`config.mk`:
```
export PLATFORM = sky130hd
export DESIGN_NAME = muladd_result_collector
export DESIGN_NICKNAME = d
export VERILOG_FILES = /design/src/rtl/muladd_result_collector.sv
export SDC_FILE = /design/constraint.sdc
export NUM_CORES = 1
export LEC_CHECK = 0
export CAP_MARGIN = 20
export CORE_UTILIZATION = 40
export DETAILED_ROUTE_END_ITERATION = 16
export PLACE_DENSITY_LB_ADDON = 0.12
export SETUP_SLACK_MARGIN = 0.2
export SYNTH_ARGS = -nofsm -noshare
export SYNTH_HDL_FRONTEND = slang
export SYNTH_SLANG_ARGS = --single-unit
```
`constraint.sdc`:
```
create_clock -name clock -period 16.1 [get_ports clock]
set_clock_uncertainty 0.2 [all_clocks]
set_input_delay 3.22 -clock clock [delete_from_list [all_inputs] [get_ports clock]]
set_output_delay 3.22 -clock clock [all_outputs]
set_load 0.01 [all_outputs]
```
`src/rtl/muladd_result_collector.sv`:
```
// Result collector for the mul-add core: buffers one job's y results in a FWFT FIFO,
// streams them out with m_last on the final stored beat, and tracks sum/overflow/status.
module muladd_result_collector #(
    parameter int DATA_W = 32,
    parameter int DEPTH  = 8,
    parameter int CNT_W  = 16
) (
    input  logic              clock,
    input  logic              reset,
    input  logic              start,
    input  logic [CNT_W-1:0]  job_len,
    input  logic [DATA_W-1:0] y_in,
    input  logic              y_valid_in,
    output logic [DATA_W-1:0] m_data,
    output logic              m_valid,
    input  logic              m_ready,
    output logic              m_last,
    output logic              busy,
    output logic              done,
    output logic              overflow,
    output logic [DATA_W-1:0] result_sum,
    output logic [1:0]        fsm_state
);

    localparam int PTR_W = $clog2(DEPTH);
    localparam logic [PTR_W:0] FULL_CNT = (PTR_W + 1)'(DEPTH);
    localparam logic [PTR_W:0] ONE_CNT  = (PTR_W + 1)'(1);

    localparam logic [1:0] S_IDLE    = 2'd0;
    localparam logic [1:0] S_COLLECT = 2'd1;
    localparam logic [1:0] S_DRAIN   = 2'd2;

    logic [1:0]        state;
    logic [CNT_W-1:0]  len_q;
    logic [CNT_W-1:0]  in_cnt;
    logic [CNT_W-1:0]  in_cnt_nxt;
    logic [DATA_W-1:0] mem [DEPTH];
    logic [PTR_W-1:0]  wr_ptr;
    logic [PTR_W-1:0]  rd_ptr;
    logic [PTR_W:0]    count;
    logic              full;
    logic              pop;
    logic              take;
    logic              push;

    // Output handshake: a beat transfers on any posedge where m_valid && m_ready;
    // m_valid never drops and m_data never changes while a beat waits for m_ready.
    assign full       = (count == FULL_CNT);
    assign m_valid    = (count != '0);
    assign pop        = m_valid & m_ready;
    assign take       = (state == S_COLLECT) & y_valid_in;
    // A full FIFO still accepts a result when the head leaves in the same cycle.
    assign push       = take & (~full | pop);
    assign in_cnt_nxt = in_cnt + CNT_W'(1);

    assign m_data    = m_valid ? mem[rd_ptr] : '0;
    assign m_last    = m_valid & (in_cnt == len_q) & (count == ONE_CNT);
    assign busy      = (state != S_IDLE);
    assign fsm_state = state;

    always_ff @(posedge clock) begin
        if (push) begin
            mem[wr_ptr] <= y_in;
        end
    end

    always_ff @(posedge clock) begin
        if (!reset) begin
            wr_ptr <= '0;
            rd_ptr <= '0;
            count  <= '0;
        end else begin
            if (push) begin
                wr_ptr <= wr_ptr + PTR_W'(1);
            end
            if (pop) begin
                rd_ptr <= rd_ptr + PTR_W'(1);
            end
            count <= count + {{PTR_W{1'b0}}, push} - {{PTR_W{1'b0}}, pop};
        end
    end

    always_ff @(posedge clock) begin
        if (!reset) begin
            state      <= S_IDLE;
            len_q      <= '0;
            in_cnt     <= '0;
            result_sum <= '0;
            overflow   <= 1'b0;
            done       <= 1'b0;
        end else begin
            done <= 1'b0;
            case (state)
                S_IDLE: begin
                    if (start) begin
                        len_q      <= job_len;
                        in_cnt     <= '0;
                        result_sum <= '0;
                        overflow   <= 1'b0;
                        if (job_len == '0) begin
                            done <= 1'b1;
                        end else begin
                            state <= S_COLLECT;
                        end
                    end
                end
                S_COLLECT: begin
                    if (take) begin
                        in_cnt <= in_cnt_nxt;
                        if (push) begin
                            result_sum <= result_sum + y_in;
                        end else begin
                            overflow <= 1'b1;
                        end
                        if (in_cnt_nxt == len_q) begin
                            state <= S_DRAIN;
                        end
                    end
                end
                S_DRAIN: begin
                    if (count == '0) begin
                        state <= S_IDLE;
                        done  <= 1'b1;
                    end
                end
                default: state <= S_IDLE;
            endcase
        end
    end

endmodule
```
## After elaboration in Yosys (flattened, before gate mapping)

Memories as Yosys holds them, arrays and structs flattened. A register that Yosys moved wholly into a read port is not among the register bits.
Cells that the tools add are included.
Widths: inputs -> output; s select.

- Add/sub/neg operators: 6
- Equality and inequality tests: 13
- Multiplexer cells: 26
- Bitwise gates (word level): 7
- Reduce and logical (&&, ||, !) cells: 11

Operators with widths:

| operator | number |
|---|---|
| $mux 32 | 4 |
| $pmux 32 s2 | 1 |
| $add 32x32->32 | 1 |
| $eq 16x16->1 | 2 |
| $mux 16 | 2 |
| $pmux 16 s2 | 1 |
| $add 16x1->16 const B | 1 |
| $logic_not 16->1 | 1 |
| $ne 2x2->1 const B | 6 |
| $mux 2 | 5 |
| $mux 1 | 8 |
| $reduce_and 4->1 | 2 |
| $add 3x1->3 const B | 2 |
| $mux 3 | 2 |
| $pmux 2 s3 | 1 |
| $and 1x1->1 | 5 |
| $reduce_and 5->1 | 1 |
| $add 4x1->4 | 1 |
| $eq 4x1->1 const B | 1 |
| $eq 4x4->1 const B | 1 |
| $logic_not 4->1 | 1 |
| $pmux 1 s2 | 2 |
| $reduce_bool 2->1 | 2 |
| $reduce_bool 4->1 | 1 |
| 9 further kinds | 9 |

- Register bits: 78
- RAM bits: 256
- Bits of input ports: 53
- Output and inout bits: 71
- Memories kept: 1

Memory list:

| name | depth | bits a word | rd ports | clocked after memory_dff | write ports | line | text |
|---|---|---|---|---|---|---|---|
| mem | 8 | 32 | 1 | 1 | 1 | 37 | `logic [DATA_W-1:0] mem [DEPTH];` |

## Logic depth before layout (Yosys ltp)

Gate-level depths: netlist of the first run.

- Depth in word-level cells: 7
- Gate-level depth with buffers: 16
- Gate-level depth less buffers: 15

## Least setup slack after synthesis of the first run

OpenSTA, ideal clock, no wires.

- Path kind: input to register
- From: input port y_valid_in
- To: memory mem[4][0] (enable)
- Setup time: 513 ps
- Data arrival time: 7687 ps
- Data required time: 15387 ps
- Slack: 7699 ps
- Stages on the path: 6
- Path buffers: 1
- Cell sequence: nand2_1 -> or2_0 -> a31oi_1 -> inv_1 -> clkbuf_1 -> nor4b_1

- Word-level cells in the longest chain between the ends: 4

Ends and longest elaborated chain:

| what | line | text |
|---|---|---|
| start: declaration | 13 | `input logic y_valid_in,` |
| $and 1x1->1 | 51 | `assign take = (state == S_COLLECT) & y_valid_in;` |
| $and 1x1->1 | 53 | `assign push = take & (~full \| pop);` |
| $mux 1 | 62 | `if (push) begin` |
| $mux 1 (not written as such) | 63 | `mem[wr_ptr] <= y_in;` |
| end: declaration | 37 |  |

Every way passes these cells.

==> results of run 1 <==
-- layer usage --
layer / GRT usage / up-vias
met5: 0 / -
met4: 0.0448 / 0
met3: 0.0282 / 48
met2: 0.299 / 189
met1: 0.269 / 4650
li1: - / 4406
-- report_power, final --
| group | total (uW) | internal [uW] | leakage, uW | switching (uW) |
|---|---|---|---|---|
| logic | 577 | 300 | 0.00243 | 278 |
| clock network | 828 | 488 | 0.000570 | 340 |
| registers | 993 | 960 | 0.00297 | 32.8 |
-- kinds of logic after synthesis --
kind of cell | Yosys count | synth area share
compound gates | 186 | 0.0792
buf+inv | 73 | 0.0186
simple gates | 298 | 0.0948
mux | 98 | 0.119
xor+xnor | 58 | 0.0338
fa+ha+maj | 42 | 0.0360
flops | 337 | 0.619
-- placed cells by master (no fill, tap or decap), types with 40 or more instances in the layout --
| cell type | Yosys | routed |
|---|---|---|
| nor2_1 | 63 | 61 |
| dfxtp_1 | 81 | 78 |
| mux4_2 | 64 | 64 |
| edfxtp_1 | 256 | 256 |
| nand2_1 | 106 | 106 |
| ha_1 | 40 | 40 |
| a21oi_1 | 50 | 50 |
| clkdlybuf4s50_1 | 0 | 122 |
-- sequential cells by signal (all words and copies together), names as in the netlist, named ones only --
| name | flops |
|---|---|
| in_cnt | 16 |
| wr_ptr | 3 |
| rd_ptr | 3 |
| overflow | 1 |
| fsm_state | 2 |
| done | 1 |
| mem | 256 |
| result_sum | 32 |
| len_q | 16 |
| count | 4 |
-- cell usage after synthesis (6+ instances only) --
cell / n
a21boi_0: 32
a21boi_1: 6
a21o_1: 7
a21oi_1: 50
and2_1: 19
buf_1: 10
clkbuf_1: 40
dfxtp_1: 81
edfxtp_1: 256
ha_1: 40
inv_1: 18
mux2i_1: 34
mux4_2: 64
nand2_1: 106
nand3_1: 38
nand4_1: 8
nor2_1: 63
nor2b_1: 8
nor3_1: 15
nor3b_1: 8
nor4_1: 6
o211ai_1: 10
o21a_1: 6
o21ai_0: 33
o21ai_1: 13
o21bai_1: 7
or3_1: 8
xnor2_1: 38
xor2_1: 20
-- worst max-delay path by stage --
stage	endpoint	cells past startpoint	from	slack [ns]
after CTS	m_data[0]	5	flip-flop	9.09
after floorplan	mem[4][0]	6	y_valid_in	7.70
after global routing	m_data[0]	5	flip-flop	8.90
final	m_data[0]	5	flip-flop	9.23
after global placement	mem[5][5]	8	y_valid_in	9.15
after detailed placement	mem[5][5]	8	y_valid_in	9.04
-- critical path, cell delays in order (launching register included) --
cell and delay (ns):
dfxtp_4 0.62, buf_4 0.77, mux4_2 0.60, mux2i_1 0.27, nor2_1 0.08, clkdlybuf4s50_1 0.51
-- final cells by class --
class | count | area, um^2 | share of cell area
Sequential cell | 337 | 9320 | 0.516
Inverter | 19 | 71.3 | 0.00395
Tap cell | 468 | 586 | 0.0324
Clock inverter | 11 | 131 | 0.00728
Multi-Input combinational cell | 682 | 5500 | 0.305
Timing Repair Buffer | 145 | 1400 | 0.0775
Clock buffer | 58 | 1060 | 0.0585
-- metrics by stage --
step,cells,worst slack (ns),util,hold slack (ns),cell area [um^2]
final,1720,9.23,0.491,0.277,18100
after global routing,1720,8.90,0.491,0.293,18100
after CTS,1719,9.09,0.491,0.281,18000
after detailed placement,1650,9.04,0.458,0.266,16900
after global placement,1649,9.15,0.458,0.265,16800
after floorplan,1092,7.70,-,0.252,15000
==> results.md, run 1 <==
* Asr flop ratio synth at 0
* Setup crit start kind: flip-flop
* Vias in the first global route at 9290
* Routed wire length at 35200 um
* RSZ-0062 raised after global routing: false
* Initial antenna violation count at 0
* WP data arrival at 3.45 ns
* Cts-stage hold buffer count at 0
* M1 wire length at 16800 um
* Least-Margin Pin Slew at 1.02 ns
* Synth warnings at 0
* Hold WC Path Type: flip-flop to flip-flop
* Core Box Area at around 0.037 mm^2
* Fin crit share at 0.427
* Seq/Total Area, Yosys at 0.619
* Relative slew slack at 0.323
* HP Start: len_q[8]
* Reg2Reg Depth at 16
* # nets final at around 1.3k
* Die height at approximately 200 um
* Cell taking the most area after synthesis: edfxtp_1
* Initial core utilization at 0.409
* Fillers at 3270
* Top cells by area, synth: edfxtp_1, dfxtp_1, mux4_2
* DR pass1 iterations at 4
* Largest net degree at the start of global routing at 66
* Final Hold Fails at 0
* Tmin final at 6.87 ns
* Max rail drop VDD at 59.7 uV
* Setup violations, final at 0
* Fraction of layout cells with a size suffix above 1 at 0.126
* Hold path depth at 2
* Cell leakage power at around 0.006 uW
* Site Rows at 70
* R2r endpoint: count[2]
* WL met2 at 16400 um
* Die area at 0.0384 mm^2
* Ys flop type: edfxtp_1
* Maximum Capacitance Violations at 0
* Vias per cell at 5.40
* Max layer used: met4
* R2r startpoint: count[2]
* Synth-to-layout area growth at 20.1%
* Wire length per cell at 20.5 um
* GRT Total Usage at 0.187
* Post_cts resized at 0
* Setup TNS at 0 ns
* EDFF count, synth at between 200 and 300
* Required @ worst endpoint at 12.68 ns
* Syn avg cell area at between 10 and 15 um^2
* Clock latency on the worst-skew pair at 0.53 ns
* RD Place Congestion at ~0.8
* Synthesized cell area at around 0.015 mm^2
* Final Max Tran Viols at 0
* F_max at between 100 and 150 MHz
* CP endpoint kind: output pin
* Post-detail-place hpwl at ~23000 um
* CTS tree: done
* Share of the synthesized area in the top cell type at 0.511
* Top Ports at 124
* Syn_nets at ~1.2k
* DR vias at about 9.3k
* Initial DRC Count at 695
* Cells after synthesis at between 1k and 1.5k
* #FFs+latches synth at between 300 and 400
* WL met3 at around 1300 um
* Clock sinks at approximately 340
* Register clock-pin slew on the reported worst setup and hold paths at 0.06 ns
* R2r setup slk at between 10 and 15 ns
* Antenna Cells at 0
* Clock buffer depth at 3
* Min-Delay Endpoint: len_q[8]
* First-pass GRT wire length at 54700 um
* Grt total ovfl at 0
* CTS HTree Levels at 2
* Clock buffer count from CTS at 38
* Root buffer cell: clkbuf_16
* Antenna Violating Nets Remaining at 0
* Maximum fanout along the worst path at 44
* Status: finished, final reports clean
* Pwr Density at 133 mW/mm^2
* Unique masters post-synth at 60
* DRC violation count after routing at 0
* Port Buffers at 123
* WS Path Type: flip-flop to output pin
* Setup bufs post-CTS at 0
* Total Power at around 2400 uW
* Die W at 196 um
No activity file was read; power rests on OpenSTA's default activity.
==> run 2, diff against run 1 <==
==> constraint.sdc (replaced) <==
create_clock -name clock -period 6.9 [get_ports clock]
set_clock_uncertainty 0.2 [all_clocks]
set_input_delay 1.38 -clock clock [delete_from_list [all_inputs] [get_ports clock]]
set_output_delay 1.38 -clock clock [all_outputs]
set_load 0.01 [all_outputs]
==> results.md, run 2 (synthesis gave the netlist of run 1 again) <==
* Status: finished, final reports clean
* Final Hold Fails at 0 (unchanged)
* Maximum fanout along the worst path at 29 (-34%)
* Post_cts resized at 0 (unchanged)
* Initial antenna violation count at 0 (unchanged)
* Cts-stage hold buffer count at 0 (unchanged)
* First-pass GRT wire length at 54400 um (-0.67%)
* Placed Area at 0.0169 mm^2 (+0.36%)
* Clock buffer count from CTS at 36 (-5.3%)
* Grt total ovfl at 0 (unchanged)
* Dpl cells at 1656 (+0.36%)
* Hold path depth at 2 (unchanged)
* Fin crit share at 0.686
* Reg2Reg Depth at 17 (+1)
* Routed wire length at 35400 um (+0.45%)
* CTS tree: done
* Clock latency on the worst-skew pair at 0.52 ns (about the same)
* CP cell instances: buf_4 > mux4_2 > mux2i_1 > nor2_1 > clkdlybuf4s50_1
* Post-route cell area at 0.0180 mm^2 (-0.19%)
* Root buffer cell: clkbuf_16
* Most common cell after layout, fill and taps aside: edfxtp_1
* Core Box Area at 0.0368 mm^2 (unchanged)
* Slowest CP cell: dfxtp_4
* CP endpoint kind: output pin
* F_max at roughly 210 MHz
* Slowest stage delay, CP at 0.72 ns (-0.05 ns)
* Setup crit start kind: flip-flop
* Required @ worst endpoint at 5.32 ns (-7.36 ns)
* GRT Total Usage at 0.187 (about the same)
* Biggest register: mem
* Setup bufs post-CTS at 0 (unchanged)
* Final Instance Count excl. Fillers at 1720 (unchanged)
* Setup violations, final at 0 (unchanged)
* Site Rows at 70 (unchanged)
* Cell leakage power at 0.00596 uW (-0.18%)
* Port Buffers at 123 (unchanged)
* Vias per cell at 5.35 (-1.1%)
* RD Place Congestion at 0.798 (-2.3%)
* Setup TNS at 0 ns (unchanged)
* Hold WC Path Type: flip-flop to flip-flop
* Tmin final at 4.73 ns
* WS Path Type: flip-flop to output pin
* Fillers at 3231 (-1.2%)
* Final hold slack at 0.275 ns (-0.00153 ns)
* Least-Margin Pin Slew at 0.926 ns (-0.0898 ns)
* Register clock-pin slew on the reported worst setup and hold paths at 0.06 ns (about the same)
* Die W at 196 um (unchanged)
* Antenna Violating Nets Remaining at 0 (unchanged)
* Post-detail-place hpwl at 23400 um (+1.7%)
* FF+latch area at 0.00932 mm^2 (unchanged)
* Clock buffer depth at 3 (unchanged)
* Antenna Cells at 0 (unchanged)
* Most frequent cells in the layout: edfxtp_1, clkdlybuf4s50_1, nand2_1
* Max rail drop VDD at 147 uV (+150%)
* Vias in the first global route at 9260 (-0.32%)
* Wire length per cell at 20.6 um (+0.45%)
* DR vias at 9195 (-1.1%)
* # nets final at 1321 (+0.23%)
* Largest registers: mem: 256 flops, result_sum: 32 flops
* Maximum Capacitance Violations at 0 (unchanged)
* Top Ports at 124 (unchanged)
* Max reg flops at 256 (unchanged)
* Clock sinks at 337 (unchanged)
* Synth-to-layout area growth at 19.9%
* Largest net degree at the start of global routing at 66 (unchanged)
* CTS HTree Levels at 2 (unchanged)
* Relative slew slack at 0.381 (+0.0584)
* Pwr Density at 304 mW/mm^2 (+130%)
* DRC violation count after routing at 0 (unchanged)
* DR pass1 iterations at 6 (+2)
* RSZ-0062 raised after global routing: false
* Die area at 0.0384 mm^2 (unchanged)
* Final Max Tran Viols at 0 (unchanged)
* Initial DRC Count at 643 (-7.5%)
* Die height at 196 um (unchanged)
* Area of the multi-input gates at 0.00550 mm^2 (unchanged)
* WP data arrival at 3.15 ns (-0.30 ns)
* Initial core utilization at 0.409 (unchanged)
* Fraction of layout cells with a size suffix above 1 at 0.128 (+0.00160)
==> run 2: changes by cell type in the layout (fill, tap and decap cells not counted), moves of 2 or more <==
| cell | previous run | this run |
|---|---|---|
| clkbuf_1 | 17 | 12 |
| inv_6 | 3 | 0 |
| bufinv_16 | 2 | 0 |
| buf_4 | 20 | 24 |
| clkinv_2 | 1 | 3 |
| clkinv_1 | 3 | 6 |
==> run 2: area by class of cell <==
class                           count  area share
Sequential cell                   337       0.517
Multi-Input combinational cell    682       0.305
Timing Repair Buffer              150      0.0804
Clock buffer                       53      0.0576
Tap cell                          468      0.0325
Inverter                           19     0.00396
Clock inverter                     11     0.00361
==> run 2: worst paths after layout <==
path,start,to,slack (ns)
worst max-delay path,flip-flop,m_data[9],2.17
worst min-delay path,rd_ptr[1],flip-flop,0.28
worst max register to register,count[2],count[2],2.71
worst min register to register,rd_ptr[1],flip-flop,0.28
==> run 2: metrics by stage <==
step	utilization	power, uW	worst slack (ns)
2_1_floorplan	-	3160	0.339
3_5_place_dp	0.460	3750	1.84
6_report	0.490	5470	2.17
5_1_grt	0.490	5730	1.91
3_3_place_gp	0.459	3750	1.84
4_1_cts	0.490	5560	2.01
==> run 2: critical path: cells and delay by family, from the launching register on <==
kind,cells,cell delay (ns)
simple gates,1,0.07
buf+inv,2,1.00
mux,2,0.81
flops,1,0.72
==> run 2: report_power, final <==
group / internal [uW] / total, uW / switching, uW
clock network: 1040 / 1800 / 753
logic: 702 / 1330 / 628
registers: 2240 / 2350 / 107
==> run 2: metal layers <==
| layer | track usage | part of all wire |
|---|---|---|
| met1 | 0.262 | 0.47 |
| met2 | 0.308 | 0.48 |
| met3 | 0.0292 | 0.040 |
| met4 | 0.0399 | 0.014 |
| met5 | 0 | 0 |
==> run 3, diff against run 2 <==
==> constraint.sdc (replaced) <==
create_clock -name clock -period 4.4 [get_ports clock]
set_clock_uncertainty 0.2 [all_clocks]
set_input_delay 0.88 -clock clock [delete_from_list [all_inputs] [get_ports clock]]
set_output_delay 0.88 -clock clock [all_outputs]
set_load 0.01 [all_outputs]
==> results.md, run 3 (synthesis gave the netlist of run 1 again) <==
* CTS tree: done
* R2r startpoint: in_cnt[0]
* CTS HTree Levels at 2 (unchanged)
* Antenna Violating Nets Remaining at 0 (unchanged)
* Top Ports at 124 (unchanged)
* Slowest CP cell: clkdlybuf4s50_1
* Wire length per cell at 20.7 um (+0.79%)
* R2r setup slk at 1.15 ns (-1.56 ns)
* WP data arrival at 4.15 ns (+1.00 ns)
* Die W at 196 um (unchanged)
* Initial DRC Count at 453 (-30%)
* Largest net degree at the start of global routing at 40 (-39%)
* Placement Setup Slack at -0.0338 ns (-1.87 ns)
* Post_cts resized at 0 (unchanged)
* Worst Path Buf+Inv at 1 (-1)
* Cts-stage hold buffer count at 0 (unchanged)
* Routed wire length at 36100 um (+2.0%)
* Final Hold Fails at 0 (unchanged)
* Min-Delay Endpoint: len_q[3]
* Max reg flops at 256 (unchanged)
* Die height at 196 um (unchanged)
* Largest registers: mem: 256 flops, result_sum: 32 flops
* Fraction of layout cells with a size suffix above 1 at 0.145 (+0.0176)
* Clock sinks at 337 (unchanged)
* WS Path Type: input port to flip-flop
* Max rail drop VDD at 290 uV (+97%)
* Clock latency on the worst-skew pair at 0.53 ns (about the same)
* FF+latch area at 0.00932 mm^2 (unchanged)
* Clock buffer count from CTS at 38 (+5.6%)
* Setup crit start kind: input port
* CP cell instances: clkdlybuf4s50_1 > ha_1 > a21oi_1 > o211ai_1 > a211oi_1 > o311ai_1 > o21ai_1 > o21ai_1 > xnor2_1 > or3_1 > a21boi_1
* Maximum fanout along the worst path at 9 (-69%)
* Biggest register: mem
* Initial antenna violation count at 0 (unchanged)
* Reg2Reg Depth at 10 (-7)
* RD Place Congestion at 0.857 (+7.3%)
* Most frequent cells in the layout: edfxtp_1, clkdlybuf4s50_1, nand2_1
* Grt total ovfl at 0 (unchanged)
* Post-route cell area at 0.0184 mm^2 (+2.0%)
* Site Rows at 70 (unchanged)
* Relative slew slack at 0.416 (+0.0344)
* Die area at 0.0384 mm^2 (unchanged)
* Maximum Capacitance Violations at 0 (unchanged)
* Initial core utilization at 0.409 (unchanged)
* Vias in the first global route at 9510 (+2.7%)
* Vias per cell at 5.37 (+0.37%)
* Critical path's top delay family: compound AO/OA/AOI/OAI gates
* Synth-to-layout area growth at 22.3%
* Pwr Density at 491 mW/mm^2 (+62%)
* Fin crit share at 0.884
* # nets final at 1339 (+1.4%)
* Post-detail-place hpwl at 24100 um (+3.0%)
* Worst setup margin at 0.511 ns (-1.66 ns)
* GRT Total Usage at 0.192 (+0.00510)
* Placed Area at 0.0171 mm^2 (+1.1%)
* First-pass GRT wire length at 56200 um (+3.5%)
* F_max at 257 MHz
* R2r endpoint: fsm_state[1]
* Port Buffers at 123 (unchanged)
* Area of the multi-input gates at 0.00555 mm^2 (+0.93%)
* RSZ-0062 raised after global routing: false
* Clock buffer depth at 3 (unchanged)
* Antenna Cells at 0 (unchanged)
* Slowest stage delay, CP at 0.59 ns (-0.13 ns)
* Least-Margin Pin Slew at 0.874 ns (-0.0516 ns)
* Setup bufs post-CTS at 0 (unchanged)
* Final Max Tran Viols at 0 (unchanged)
* Hold path depth at 2 (unchanged)
* CP endpoint kind: flip-flop
* Fillers at 3265 (+1.1%)
* Cell leakage power at 0.00613 uW (+2.9%)
* Root buffer cell: clkbuf_16
* DR vias at 9336 (+1.5%)
* HP Start: len_q[3]
* Setup violations, final at 0 (unchanged)
* Status: finished, final reports clean
* Hold WC Path Type: flip-flop to flip-flop
* Cell mode on critical path: o21ai_1
* DRC violation count after routing at 0 (unchanged)
* Tmin final at 3.89 ns
* Required @ worst endpoint at 4.66 ns (-0.66 ns)
* DR pass1 iterations at 5 (-1)
* Total Power at 9030 uW (+65%)
* Core Box Area at 0.0368 mm^2 (unchanged)
* Most common cell after layout, fill and taps aside: edfxtp_1
* Register clock-pin slew on the reported worst setup and hold paths at 0.06 ns (about the same)
==> run 3: metal layers <==
metal | global-route usage | vias up | share of wire | wire length, um
met5 | 0 | - | 0 | 0
met4 | 0.0457 | 0 | 0.018 | 662
met3 | 0.0316 | 54 | 0.043 | 1540
met2 | 0.315 | 177 | 0.47 | 16900
met1 | 0.268 | 4646 | 0.47 | 17000
li1 | - | 4459 | - | -
==> run 3: through the flow <==
| stage | instances | setup TNS, ns | hold WS, ns | util |
|---|---|---|---|---|
| 5_1_grt | 1740 | 0 | 0.301 | 0.500 |
| 3_5_place_dp | 1672 | -0.0338 | 0.274 | 0.465 |
| 3_3_place_gp | 1672 | 0 | 0.269 | 0.465 |
| 6_report | 1740 | 0 | 0.276 | 0.500 |
| 4_1_cts | 1740 | 0 | 0.282 | 0.500 |
| 2_1_floorplan | 1092 | -3.82 | 0.252 | - |
==> run 3: layout make-up <==
type | count | share of cell area
tap | 468 | 0.0319
clock inverter | 22 | 0.0136
multi-input combinational | 682 | 0.302
timing repair buffer | 166 | 0.0863
clock buffer | 46 | 0.0556
sequential | 337 | 0.507
inverter | 19 | 0.00388
==> run 3: worst max path at each step <==
| stage | start | end | slack (ns) | cells after the start |
|---|---|---|---|---|
| after global placement | y_in[16] | result_sum[31] | 0.02 | 11 |
| after detailed placement | y_in[16] | result_sum[31] | -0.03 | 11 |
| final | y_in[16] | result_sum[31] | 0.51 | 11 |
| after global routing | y_in[16] | result_sum[31] | 0.25 | 11 |
| after floorplan | y_valid_in | mem[2][0] | -0.09 | 6 |
| after CTS | flip-flop | m_data[25] | 0.39 | 5 |
==> run 3: worst reg2reg max path, delay by kind of cell, from the launching register on <==
family,cells,cell delay [ns]
AND/OR/NAND/NOR,6,1.76
flip-flops,1,0.45
AO/OA/AOI/OAI,3,0.40
adder cells (fa/ha/maj),1,0.37
==> run 3: power by group <==
part / switching (uW) / internal [uW]
logic: 1020 / 1140
clock network: 1260 / 1950
registers: 142 / 3510
